### src/rtl/cnt_pkg.sv
`default_nettype none
// +-----------------------------------------------------------------------+
// | cnt_pkg : shared encodings for the counter sequencer                  |
// | Revision: 1.0                                                         |
// +-----------------------------------------------------------------------+
package cnt_pkg;

    localparam int CNT_WIDTH_DEF = 5;

    typedef enum logic [1:0] {
        ST_IDLE   = 2'd0,
        ST_DECIDE = 2'd1,
        ST_RUN    = 2'd2,
        ST_RESP   = 2'd3
    } state_t;

    typedef enum logic [1:0] {
        RSP_OK      = 2'b00,
        RSP_OVFLW   = 2'b01,
        RSP_TIMEOUT = 2'b10,
        RSP_ABORT   = 2'b11
    } rsp_status_t;

endpackage
`default_nettype wire

### src/rtl/cnt_dir_sel.sv
`default_nettype none
// +-----------------------------------------------------------------------+
// | cnt_dir_sel : picks counter direction toward a target value           |
// | Revision: 1.0                                                         |
// +-----------------------------------------------------------------------+
module cnt_dir_sel
    import cnt_pkg::*;
#(
    parameter int WIDTH = CNT_WIDTH_DEF
) (
    input  logic [WIDTH-1:0] count,
    input  logic [WIDTH-1:0] target,
    input  logic             wrap_ok,
    output logic             up
);

    localparam logic [WIDTH-1:0] HALF = {1'b1, {(WIDTH-1){1'b0}}};

    logic [WIDTH-1:0] dist_up;

    // Modular distance going up; a tie at exactly half the range goes up.
    assign dist_up = target - count;
    assign up      = wrap_ok ? (dist_up <= HALF) : (target > count);

endmodule
`default_nettype wire

### src/rtl/cnt_seq.sv
`default_nettype none
// +-----------------------------------------------------------------------+
// | cnt_seq : drives an external up/down counter to a commanded target    |
// | Revision: 1.0                                                         |
// +-----------------------------------------------------------------------+
module cnt_seq
    import cnt_pkg::*;
#(
    parameter int WIDTH = CNT_WIDTH_DEF
) (
    input  logic             clk,
    input  logic             rst_n,
    input  logic             cmd_valid,
    output logic             cmd_ready,
    input  logic [WIDTH-1:0] cmd_target,
    input  logic             cmd_wrap_ok,
    input  logic             abort,
    input  logic [WIDTH-1:0] count,
    input  logic             ovflw,
    output logic             act,
    output logic             up_dwn_n,
    output logic             rsp_valid,
    input  logic             rsp_ready,
    output logic [1:0]       rsp_status,
    output logic [WIDTH:0]   rsp_steps
);

    localparam logic [WIDTH:0] STEP_LIMIT = {1'b1, {WIDTH{1'b0}}};

    state_t           state_q,   state_d;
    rsp_status_t      status_q,  status_d;
    logic [WIDTH-1:0] target_q,  target_d;
    logic             wrap_ok_q, wrap_ok_d;
    logic             dir_q,     dir_d;
    logic [WIDTH:0]   steps_q,   steps_d;

    logic dir_up;
    logic hit;
    logic ovf_err;
    logic timed_out;
    logic act_w;

    cnt_dir_sel #(
        .WIDTH (WIDTH)
    ) u_dir_sel (
        .count   (count),
        .target  (target_q),
        .wrap_ok (wrap_ok_q),
        .up      (dir_up)
    );

    assign hit       = (count == target_q);
    assign ovf_err   = ovflw & ~wrap_ok_q;
    assign timed_out = (steps_q == STEP_LIMIT);
    // Any terminating condition suppresses the step in the same cycle.
    assign act_w     = (state_q == ST_RUN) & ~hit & ~abort & ~ovf_err & ~timed_out;

    always_comb begin
        state_d   = state_q;
        status_d  = status_q;
        target_d  = target_q;
        wrap_ok_d = wrap_ok_q;
        dir_d     = dir_q;
        steps_d   = steps_q;
        case (state_q)
            ST_IDLE: begin
                if (cmd_valid) begin
                    target_d  = cmd_target;
                    wrap_ok_d = cmd_wrap_ok;
                    steps_d   = '0;
                    state_d   = ST_DECIDE;
                end
            end
            ST_DECIDE: begin
                if (hit) begin
                    status_d = RSP_OK;
                    state_d  = ST_RESP;
                end else begin
                    dir_d   = dir_up;
                    state_d = ST_RUN;
                end
            end
            ST_RUN: begin
                if (abort) begin
                    status_d = RSP_ABORT;
                    state_d  = ST_RESP;
                end else if (ovf_err) begin
                    status_d = RSP_OVFLW;
                    state_d  = ST_RESP;
                end else if (hit) begin
                    status_d = RSP_OK;
                    state_d  = ST_RESP;
                end else if (timed_out) begin
                    status_d = RSP_TIMEOUT;
                    state_d  = ST_RESP;
                end else begin
                    steps_d = steps_q + 1'b1;
                end
            end
            ST_RESP: begin
                if (rsp_ready) begin
                    state_d = ST_IDLE;
                end
            end
            default: state_d = ST_IDLE;
        endcase
    end

    always_ff @(posedge clk or negedge rst_n) begin
        if (!rst_n) begin
            state_q   <= ST_IDLE;
            status_q  <= RSP_OK;
            target_q  <= '0;
            wrap_ok_q <= 1'b0;
            dir_q     <= 1'b1;
            steps_q   <= '0;
        end else begin
            state_q   <= state_d;
            status_q  <= status_d;
            target_q  <= target_d;
            wrap_ok_q <= wrap_ok_d;
            dir_q     <= dir_d;
            steps_q   <= steps_d;
        end
    end

    assign act        = act_w;
    assign up_dwn_n   = (state_q == ST_RUN) ? dir_q : 1'b1;
    assign cmd_ready  = (state_q == ST_IDLE);
    assign rsp_valid  = (state_q == ST_RESP);
    assign rsp_status = status_q;
    assign rsp_steps  = steps_q;

endmodule
`default_nettype wire

### config.mk
export PLATFORM = sky130hd
export DESIGN_NAME = cnt_seq
export DESIGN_NICKNAME = d
export VERILOG_FILES = /design/src/rtl/cnt_pkg.sv /design/src/rtl/cnt_dir_sel.sv /design/src/rtl/cnt_seq.sv
export SDC_FILE = /design/constraint.sdc
export NUM_CORES = 1
export LEC_CHECK = 0
export ABC_AREA = 0
export CORE_UTILIZATION = 45
export CTS_CLUSTER_SIZE = 8
export DETAILED_ROUTE_END_ITERATION = 12
export PLACE_DENSITY = 0.75
export SLEW_MARGIN = 20
export SYNTH_ARGS = -nofsm -noshare
export SYNTH_HDL_FRONTEND = slang
export SYNTH_SLANG_ARGS = --single-unit
### constraint.sdc
create_clock -name clk -period 3 [get_ports clk]
set_input_delay 0.3 -clock clk [delete_from_list [all_inputs] [get_ports clk]]
set_output_delay 0.3 -clock clk [all_outputs]
set_load 0.02 [all_outputs]
# --- Word-level counts from Yosys, hierarchy flattened ---
# Index checks and enable logic that the tools add are counted.
word_totals:
  reg_bits: 17
  inputBits: 17
  out_inout_bits: 12
  elab_cells: 63
op_classes:
  n_addsub: 2
  magnitude_cmp: 2
  eq_ne: 13
  mux: 22
  bitwise_logic: 10
  reduce_logical: 8
ops:
  columns: ["op", "n"]
  rows:
  - ["$mux 6", 5]
  - ["$mux 2", 11]
  - ["$ne 2x2->1 const B", 6]
  - ["$pmux 6 s2", 1]
  - ["$pmux 2 s4", 1]
  - ["$add 6x1->6 const B", 1]
  - ["$eq 6x6->1 const B", 1]
  - ["$reduce_and 3->1", 2]
  - ["$reduce_and 6->1", 1]
  - ["$and 1x1->1", 5]
  - ["$eq 5x5->1", 1]
  - ["$gt 5x5->1", 1]
  - ["$le 5x5->1 const B", 1]
  - ["$ne 5x5->1 const B", 1]
  - ["$not 1->1", 5]
  - ["$sub 5x5->5", 1]
  - ["$eq 2x2->1 const B", 2]
  - ["$pmux 2 s2", 1]
  - ["$reduce_and 2->1", 2]
  - ["$reduce_bool 2->1", 2]
  - ["$mux 1", 3]
  - ["$eq 2x1->1 const B", 1]
  - ["$logic_not 2->1", 1]
  - ["$ne 2x1->1 const B", 1]

# --- Longest topological paths before layout ---
# Gate-level depths: netlist of run 1.
logic_depth:
  ltp_word: 6
  mapped_depth: 8
  mapped_depth_nobuf: 7

# --- Modules after synthesis ---
# A second synthesis of run 1 with hierarchy kept.
hier_totals:
  hier_cells: 140
  area_unflattened_um2: 1300.0
modules_own_cells:
  columns: ["mod", "n_inst", "cells_each", "area_per_inst_um2", "seq_area_each_um2"]
  rows:
  - ["cnt_seq", 1, 109, 1074.8, 426.7]
  - ["cnt_dir_sel", 1, 31, 225.2, 0.0]

# --- Worst setup path before layout of run 1 ---
# OpenSTA, ideal clock, no wires.
synth_timing:
  path_type: "register -> register"
  from: "reg state_q[0]"
  to: "reg steps_q[4] (netlist: rsp_steps[4])"
  setup_ps: 77
  arrival_time_ps: 1888
  t_required_ps: 2923
  path_slack_ps: 1034
  path_stages_with_launch: 8
  n_path_buf: 0
  synth_period_minus_slack_ps: 1966
  path_cell_list: "dfrtp_1 > inv_1 > ha_1 > nand2_4 > o21ai_2 > o2111ai_4 > or4_1 > a21oi_1"
synth_between:
  elab_chain_cells: 3
  elab_cells_between_ends: 10
  classes_between: "6 x eq/ne; 1 x mux; 3 x reduce/logical"
synth_rtl:
  columns: ["item", "line", "rtl"]
  rows:
  - ["from (decl)", "cnt_seq.sv:30", "state_t state_q, state_d;"]
  - ["from (signal assigned)", "cnt_seq.sv:118", "state_q <= state_d;"]
  - ["$logic_not 2->1 (*)", null, null]
  - ["net cmd_ready", "cnt_seq.sv:14", "output logic cmd_ready,"]
  - ["$ne 2x2->1 (no line) or $reduce_bool 2->1 (tied branches)", null, null]
  - ["$reduce_and 6->1 (no line)", null, null]
  - ["to (signal assigned)", "cnt_seq.sv:123", "steps_q <= steps_d;"]
  - ["to (decl)", "cnt_seq.sv:35", "logic [WIDTH:0] steps_q, steps_d;"]
# Mark *: on every way through the listed nets, which the timed path passes. The rest lies on a longest branch.
# A chain may end at the register's enable or synchronous reset.

# --- Final worst setup path of run 1 ---
layout_timing:
  from: "reg steps_q[0] (netlist: rsp_steps[0])"
  to: "out act"
layout_between:
  elab_chain_cells: 3
layout_rtl:
  columns: ["item", "line", "rtl"]
  rows:
  - ["$eq 6x6->1", "cnt_seq.sv:54", "assign timed_out = (steps_q == STEP_LIMIT);"]
  - ["$not 1->1", "cnt_seq.sv:56", "assign act_w = (state_q == ST_RUN) & ~hit & ~abort & ~ovf_err & ~timed_out;"]
  - ["$and 1x1->1", "cnt_seq.sv:56", null]
  - ["to (decl)", "cnt_seq.sv:20", "output logic act,"]
# Every way passes these cells.

==> flow_summary_export.csv, run 1 <==
group,metric,value,unit
outcome,status,"finished, final reports clean",
cells_and_area,fin_nets,180,
worst_setup_path,required,2700,ps
synthesis,netlist_area,1150,um2
synthesis,ys_seq_area_share,37.1,%
cells_and_area,final_common_cell,"clkdlybuf4s50_1",
power_and_ir_drop,power,1.30,mW
worst_setup_path,cp-startpoint,"rsp_steps[0]",
worst_setup_path,crit-reg2reg-launch,"state_q[0]",
cts,clock_sinks,17,
synthesis,synth_compound_area_share,18.3,%
synthesis,synth_fa_ha_area_share,12.0,%
routing,drtIter0Drc,16,
cts,clk_pin_slew_worst_paths,110,ps
synthesis,synth_xor_area_share,0.761,%
synthesis,ys_warn_count,0,
cts,clk_path_buf_depth,2,
cts,cts_buffers,3,
placement,portBuffers,28,
worst_setup_path,path_cells,"inv_1 -> ha_1 -> nor3b_1 -> a211oi_1 -> nand3_1 -> inv_1 -> clkdlybuf4s50_1",
cells_and_area,num_antenna_cells,0,
worst_setup_path,crit_type,"flop to primary output",
worst_setup_path,crit_buf_inv,3,
routing,wl,2400,um
die,fp.dieArea,2760,um2
routing,drc,0,
die,die_w,52.6,um
synthesis,yosys.area_share.simple,18.5,%
placement,placedInstanceArea,1460,um2
routing,dr.pass1.iters,4,
timing,slew_viol_final,0,
cells_and_area,final_util,63.9,%
power_and_ir_drop,power_leakage,0.640,nW
worst_setup_path,crit_family,"buffers and inverters",
timing,tns,0,ps
routing,via_count,1000,
cells_and_area,final_cells,179,
timing,setup_violations,0,
routing,via_per_inst,5.59,
routing,wl_per_cell,13.4,um
power_and_ir_drop,powerDensity,880,nW/um2
grt,grt_max_degree,18,
worst_setup_path,crit_fanout,7,
cts,post-cts-setup-buffer-count,0,
placement,dp_hpwl,1920,um
die,num_rows,17,
cells_and_area,drive_gt1_share,10.6,%
grt,grt_pass1_vias,1009,
placement,place_congestion,0.862,
grt,grt_overflow,0,
timing,hold-worst-slack,450,ps
job,cap_violations,0,
placement,dp_cells,175,
synthesis,synth_nets,148,
grt,grt_use_total,20.3,%
die,fp.coreArea,2320,um2
timing,finalClockSkew,3.68,ps
timing,worst_pin_slew,766,ps
synthesis,ys_ff_latch,17,
cts,htreeDepth,1,
power_and_ir_drop,peakVddDrop,0.000520,V
synthesis,synth_cell_type_count,37,
worst_setup_path,crit_slowest_cell,"clkdlybuf4s50_1",
grt,grt_pass1_wl,4120,um
worst_setup_path,worstSetupStartpointType,"flop",
cells_and_area,syn2layout_area_growth,28.7,%
timing,fmaxAchievable,377,MHz
timing,period_minus_slack,2650,ps
synthesis,synth.avg_cell_area,9.59,um2
die,die_h,52.6,um
grt,antenna_found_initial,0,
timing,hold_viol_final,0,
hold_path,hp-class,"input pin to asynchronous set/reset pin",
synthesis,synthMuxAreaShare,7.72,%
cts,cts_tree,"done",
cts,ctsResizeCount,0,
worst_setup_path,cp-end-kind,"primary output",
worst_setup_path,cp_data_arrival_time,2350,ps
timing,layout_worst_path_cycle_share,88.4,%
timing,rsz0062_at_grt,"no",
cells_and_area,layout_common_cells,"clkdlybuf4s50_1 (28), dfrtp_1 (16), inv_1 (13)",
die,io_pins,29,
cts,clk_latency,290,ps
die,start_util,49.6,%
worst_setup_path,worst_path_most_repeated_cell,"inv_1",
timing,fin_ws,347,ps
cts,root_buffer,"clkbuf_4",
synthesis,synth_top_family_by_area,"simple AND/OR/NAND/NOR gates",
cells_and_area,n_fill_cell,217,
placement,place_ws,379,ps
routing,antenna_left,0,
cts,ctsHoldBuffers,0,
cells_and_area,finalInstanceArea,1480,um2
synthesis,synth_cells,120,
timing,maxSlewHeadroom,48.7,%
worst_setup_path,slowest_delay,600,ps
==> routing by layer <==
layer,vias to the layer above,track usage (%),share of wire [%]
met5,-,0,0
met4,0,5.26,0.54
met3,2,3.48,4.0
met2,24,38.6,51
met1,483,22.9,44
li1,491,-,-
==> kinds of logic (layout without fill, tap and decap cells) <==
logic type	Yosys count	count (layout)
XOR/XNOR	1	1
AND/OR/NAND/NOR	38	38
buffers and inverters	15	46
multiplexers	8	8
AO/OA/AOI/OAI	30	30
flip-flops	17	17
adder cells (fa/ha/maj)	11	11
==> power breakdown <==
part	leakage (nW)	internal (mW)	switching [mW]
Clock	0.0150	0.0516	0.0746
Combinational	0.417	0.355	0.424
Sequential	0.209	0.326	0.0725
==> worst register-to-register path: cells and delay by family (launching register included) <==
family	cells	cell delay [ps]
adders and majority gates	1	430
DFF	1	450
buffers and inverters	2	190
and+or+nand+nor	1	500
AOI/OAI and AO/OA	3	550
==> path summary, 6_finish.rpt <==
| check | depth (start not counted) | slack (ps) | end |
|---|---|---|---|
| min reg2reg | 2 | 520 | dir_q |
| min | 1 | 450 | target_q[3] |
| max in group asynchronous | 1 | 2070 | state_q[1] |
| max | 7 | 350 | act |
| min in group clk | 2 | 520 | dir_q |
| max reg2reg | 7 | 820 | rsp_steps[4] |
==> layout make-up <==
class                   instances  area (um2)  share of cell area (%)
flip-flops and latches         17         427                    28.8
clock buffers                   4        26.3                    1.77
multi-input cells              88         658                    44.4
inverters                      14        55.1                    3.72
well taps                      28        35.0                    2.36
repair buffers                 28         280                    18.9
==> flip-flops by register name, indices dropped and copies added, names as in the netlist <==
signal and cells:
wrap_ok_q 1, rsp_steps 6, rsp_status 2, state_q 2, target_q 5, dir_q 1
==> synth_stat cells <==
master	n	area (um2)
nor3b_1	1	7.51
and2_1	1	6.26
or4_1	3	22.5
dfstp_2	1	26.3
mux2_2	6	67.6
nand3_2	1	10.0
nor3_1	1	5.00
inv_1	13	48.8
inv_4	1	6.26
o21ai_2	2	17.5
ha_1	11	138
o21ai_0	8	40.0
o31ai_1	3	22.5
nand2b_1	4	25.0
nand3b_1	1	7.51
buf_6	1	11.3
a221oi_1	1	8.76
o21a_1	1	7.51
a31oi_1	3	18.8
o2111ai_4	1	26.3
nand4_1	1	6.26
and3_1	2	12.5
mux2i_1	1	10.0
o2111a_1	1	11.3
mux2_1	1	11.3
a21o_1	1	7.51
a21oi_1	7	35.0
nand3_1	5	25.0
a211oi_1	1	7.51
nand2_1	7	26.3
dfrtp_1	16	400
nand2_4	1	11.3
o21bai_1	1	7.51
nor2b_1	3	18.8
nor2_1	6	22.5
xnor2_1	1	8.76
nor4_1	1	6.26
No activity file was read; power rests on OpenSTA's default activity.
==> run 2, diff against run 1 <==
--- a/config.mk
+++ b/config.mk
@@ -7,6 +7,7 @@
 export LEC_CHECK = 0
 export ABC_AREA = 0
 export CORE_UTILIZATION = 45
+export CTS_CLUSTER_DIAMETER = 150
 export CTS_CLUSTER_SIZE = 8
 export DETAILED_ROUTE_END_ITERATION = 12
 export PLACE_DENSITY = 0.75
==> results of run 2 <==
No change in the layout: final DEF, timing and power equal those of run 1.
==> run 3, diff against run 2 <==
--- a/config.mk
+++ b/config.mk
@@ -7,6 +7,7 @@
 export LEC_CHECK = 0
 export ABC_AREA = 0
 export CORE_UTILIZATION = 45
+export CTS_BUF_LIST = sky130_fd_sc_hd__clkbuf_2 sky130_fd_sc_hd__clkbuf_4 sky130_fd_sc_hd__clkbuf_8
 export CTS_CLUSTER_DIAMETER = 150
 export CTS_CLUSTER_SIZE = 8
 export DETAILED_ROUTE_END_ITERATION = 12
==> run 3 against run 2 <==
Effect of this change:
- clock skew shrank 0.81 ps
- total power grew 0.67%
- combinational power about the same
- flip-flop and latch count unchanged
- global-route usage unchanged
- register-to-register slack about the same
- clock-buffer cell count stayed put
- sequential power about the same
- sequential share of layout area is 0.073 points lower
- first-iteration DRC count unchanged
- die area stayed put
==> flow_summary_export.csv, run 3 (synthesis results as in run 1) <==
group,metric,value,unit
timing,finalClockSkew,2.87,ps
die,start_util,49.6,%
worst_setup_path,worstSetupStartpointType,"flop",
grt,grt.met1_usage,22.9,%
power_and_ir_drop,powerDensity,884,nW/um2
job,cap_violations,0,
grt,grt.busiest_layer,"met2",
worst_setup_path,cp_data_arrival_time,2350,ps
die,fp.coreArea,2320,um2
cts,clk_latency,290,ps
placement,portBuffers,28,
timing,maxSlewHeadroom,48.9,%
die,die_h,52.6,um
worst_setup_path,rrSetupSlack,820,ps
worst_setup_path,cp-end-kind,"primary output",
worst_setup_path,rr_endpoint,"rsp_steps[4]",
timing,tns,0,ps
cells_and_area,num_antenna_cells,0,
die,num_rows,17,
cts,root_buffer,"clkbuf_4",
cells_and_area,layout_common_cells,"clkdlybuf4s50_1 (28), dfrtp_1 (16), inv_1 (13)",
power_and_ir_drop,power_leakage,0.644,nW
grt,grt_pass1_vias,1009,
grt,grt_pass1_wl,4120,um
routing,drtIter0Drc,16,
cts,clk_pin_slew_worst_paths,110,ps
worst_setup_path,crit_fanout,7,
cts,cts_tree,"done",
grt,grt_use_total,20.3,%
outcome,status,"finished, final reports clean",
worst_setup_path,cp-startpoint,"rsp_steps[0]",
routing,dr.pass1.iters,5,
hold_path,hp-class,"input pin to asynchronous set/reset pin",
worst_setup_path,crit-reg2reg-launch,"state_q[0]",
cells_and_area,syn2layout_area_growth,29.0,%
grt,grt_max_degree,18,
cts,clk_path_buf_depth,2,
worst_setup_path,crit_type,"flop to primary output",
die,die_w,52.6,um
worst_setup_path,required,2700,ps
cts,post-cts-setup-buffer-count,0,
die,fp.dieArea,2760,um2
routing,via_per_inst,5.61,
routing,wl,2390,um
timing,worst_pin_slew,764,ps
placement,dp_hpwl,1920,um
grt,grt_overflow,0,
routing,via_count,1005,
grt,use_met2,38.6,%
cts,ctsResizeCount,0,
routing,antenna_left,0,
power_and_ir_drop,peakVddDrop,0.000543,V
timing,rsz0062_at_grt,"no",
cells_and_area,final_util,64.1,%
timing,fmaxAchievable,377,MHz
timing,hold_viol_final,0,
cells_and_area,fin_nets,180,
timing,layout_worst_path_cycle_share,88.5,%
grt,antenna_found_initial,0,
routing,drc,0,
grt,use_met3,3.48,%
worst_setup_path,ff2ff_path_depth,7,
cells_and_area,drive_gt1_share,11.3,%
placement,place_congestion,0.862,
cts,htreeDepth,1,
routing,wl_per_cell,13.3,um
cts,cts_buffers,3,
cells_and_area,final_common_cell,"clkdlybuf4s50_1",
timing,slew_viol_final,0,
cts,clock_sinks,17,
cts,ctsHoldBuffers,0,
die,io_pins,29,
worst_setup_path,critPathCapture,"act",
cells_and_area,largest_reg_flops,6,
timing,period_minus_slack,2650,ps
timing,setup_violations,0,
-- run 3: power breakdown --
part	internal, mW	total, mW	switching, mW	leakage [nW]
Clock	0.0607	0.136	0.0752	0.0184
Sequential	0.326	0.399	0.0724	0.209
Combinational	0.355	0.778	0.423	0.417
Total	0.742	1.31	0.571	0.644
-- run 3: worst min path at each step --
stage                start       endpoint  cells after the start
4_1_cts              rst_n    target_q[4]                      1
5_1_grt              rst_n    target_q[3]                      1
3_3_place_gp         dir_q          dir_q                      2
3_5_place_dp   target_q[1]    target_q[1]                      1
6_report             rst_n    target_q[3]                      1
2_1_floorplan        rst_n  rsp_status[0]                      0
-- run 3: cell type report --
type / instances / area, um2
Timing Repair Buffer: 28 / 280
Sequential cell: 17 / 427
Multi-Input combinational cell: 88 / 658
Fill cell: 216 / 833
Tap cell: 28 / 35.0
Inverter: 14 / 55.1
Clock buffer: 4 / 30.0
-- run 3: critical path, stage by stage, from the launching register on --
cell	delay, ps
dfrtp_1	460
inv_1	70
ha_1	190
nor3b_1	160
a211oi_1	310
nand3_1	180
inv_1	100
clkdlybuf4s50_1	600
-- run 3: metrics by stage --
stage               setup WS [ps]  hold slack [ps]  std cells  total power, mW  area [um2]
floorplan                    1030             4.41        120            0.960        1150
CTS                           340              491        179             1.33        1490
detailed placement            379              504        175             1.19        1460
finish                        346              449        179             1.31        1490
global route                  141              522        179             1.42        1490
global placement              418              492        175             1.16        1460
-- run 3: per-layer routing --
metal  part of all wire, %  vias up
li1                      -      495
met1                    44      480
met2                    52       28
met3                   4.3        2
met4                  0.54        0
met5                     0        -
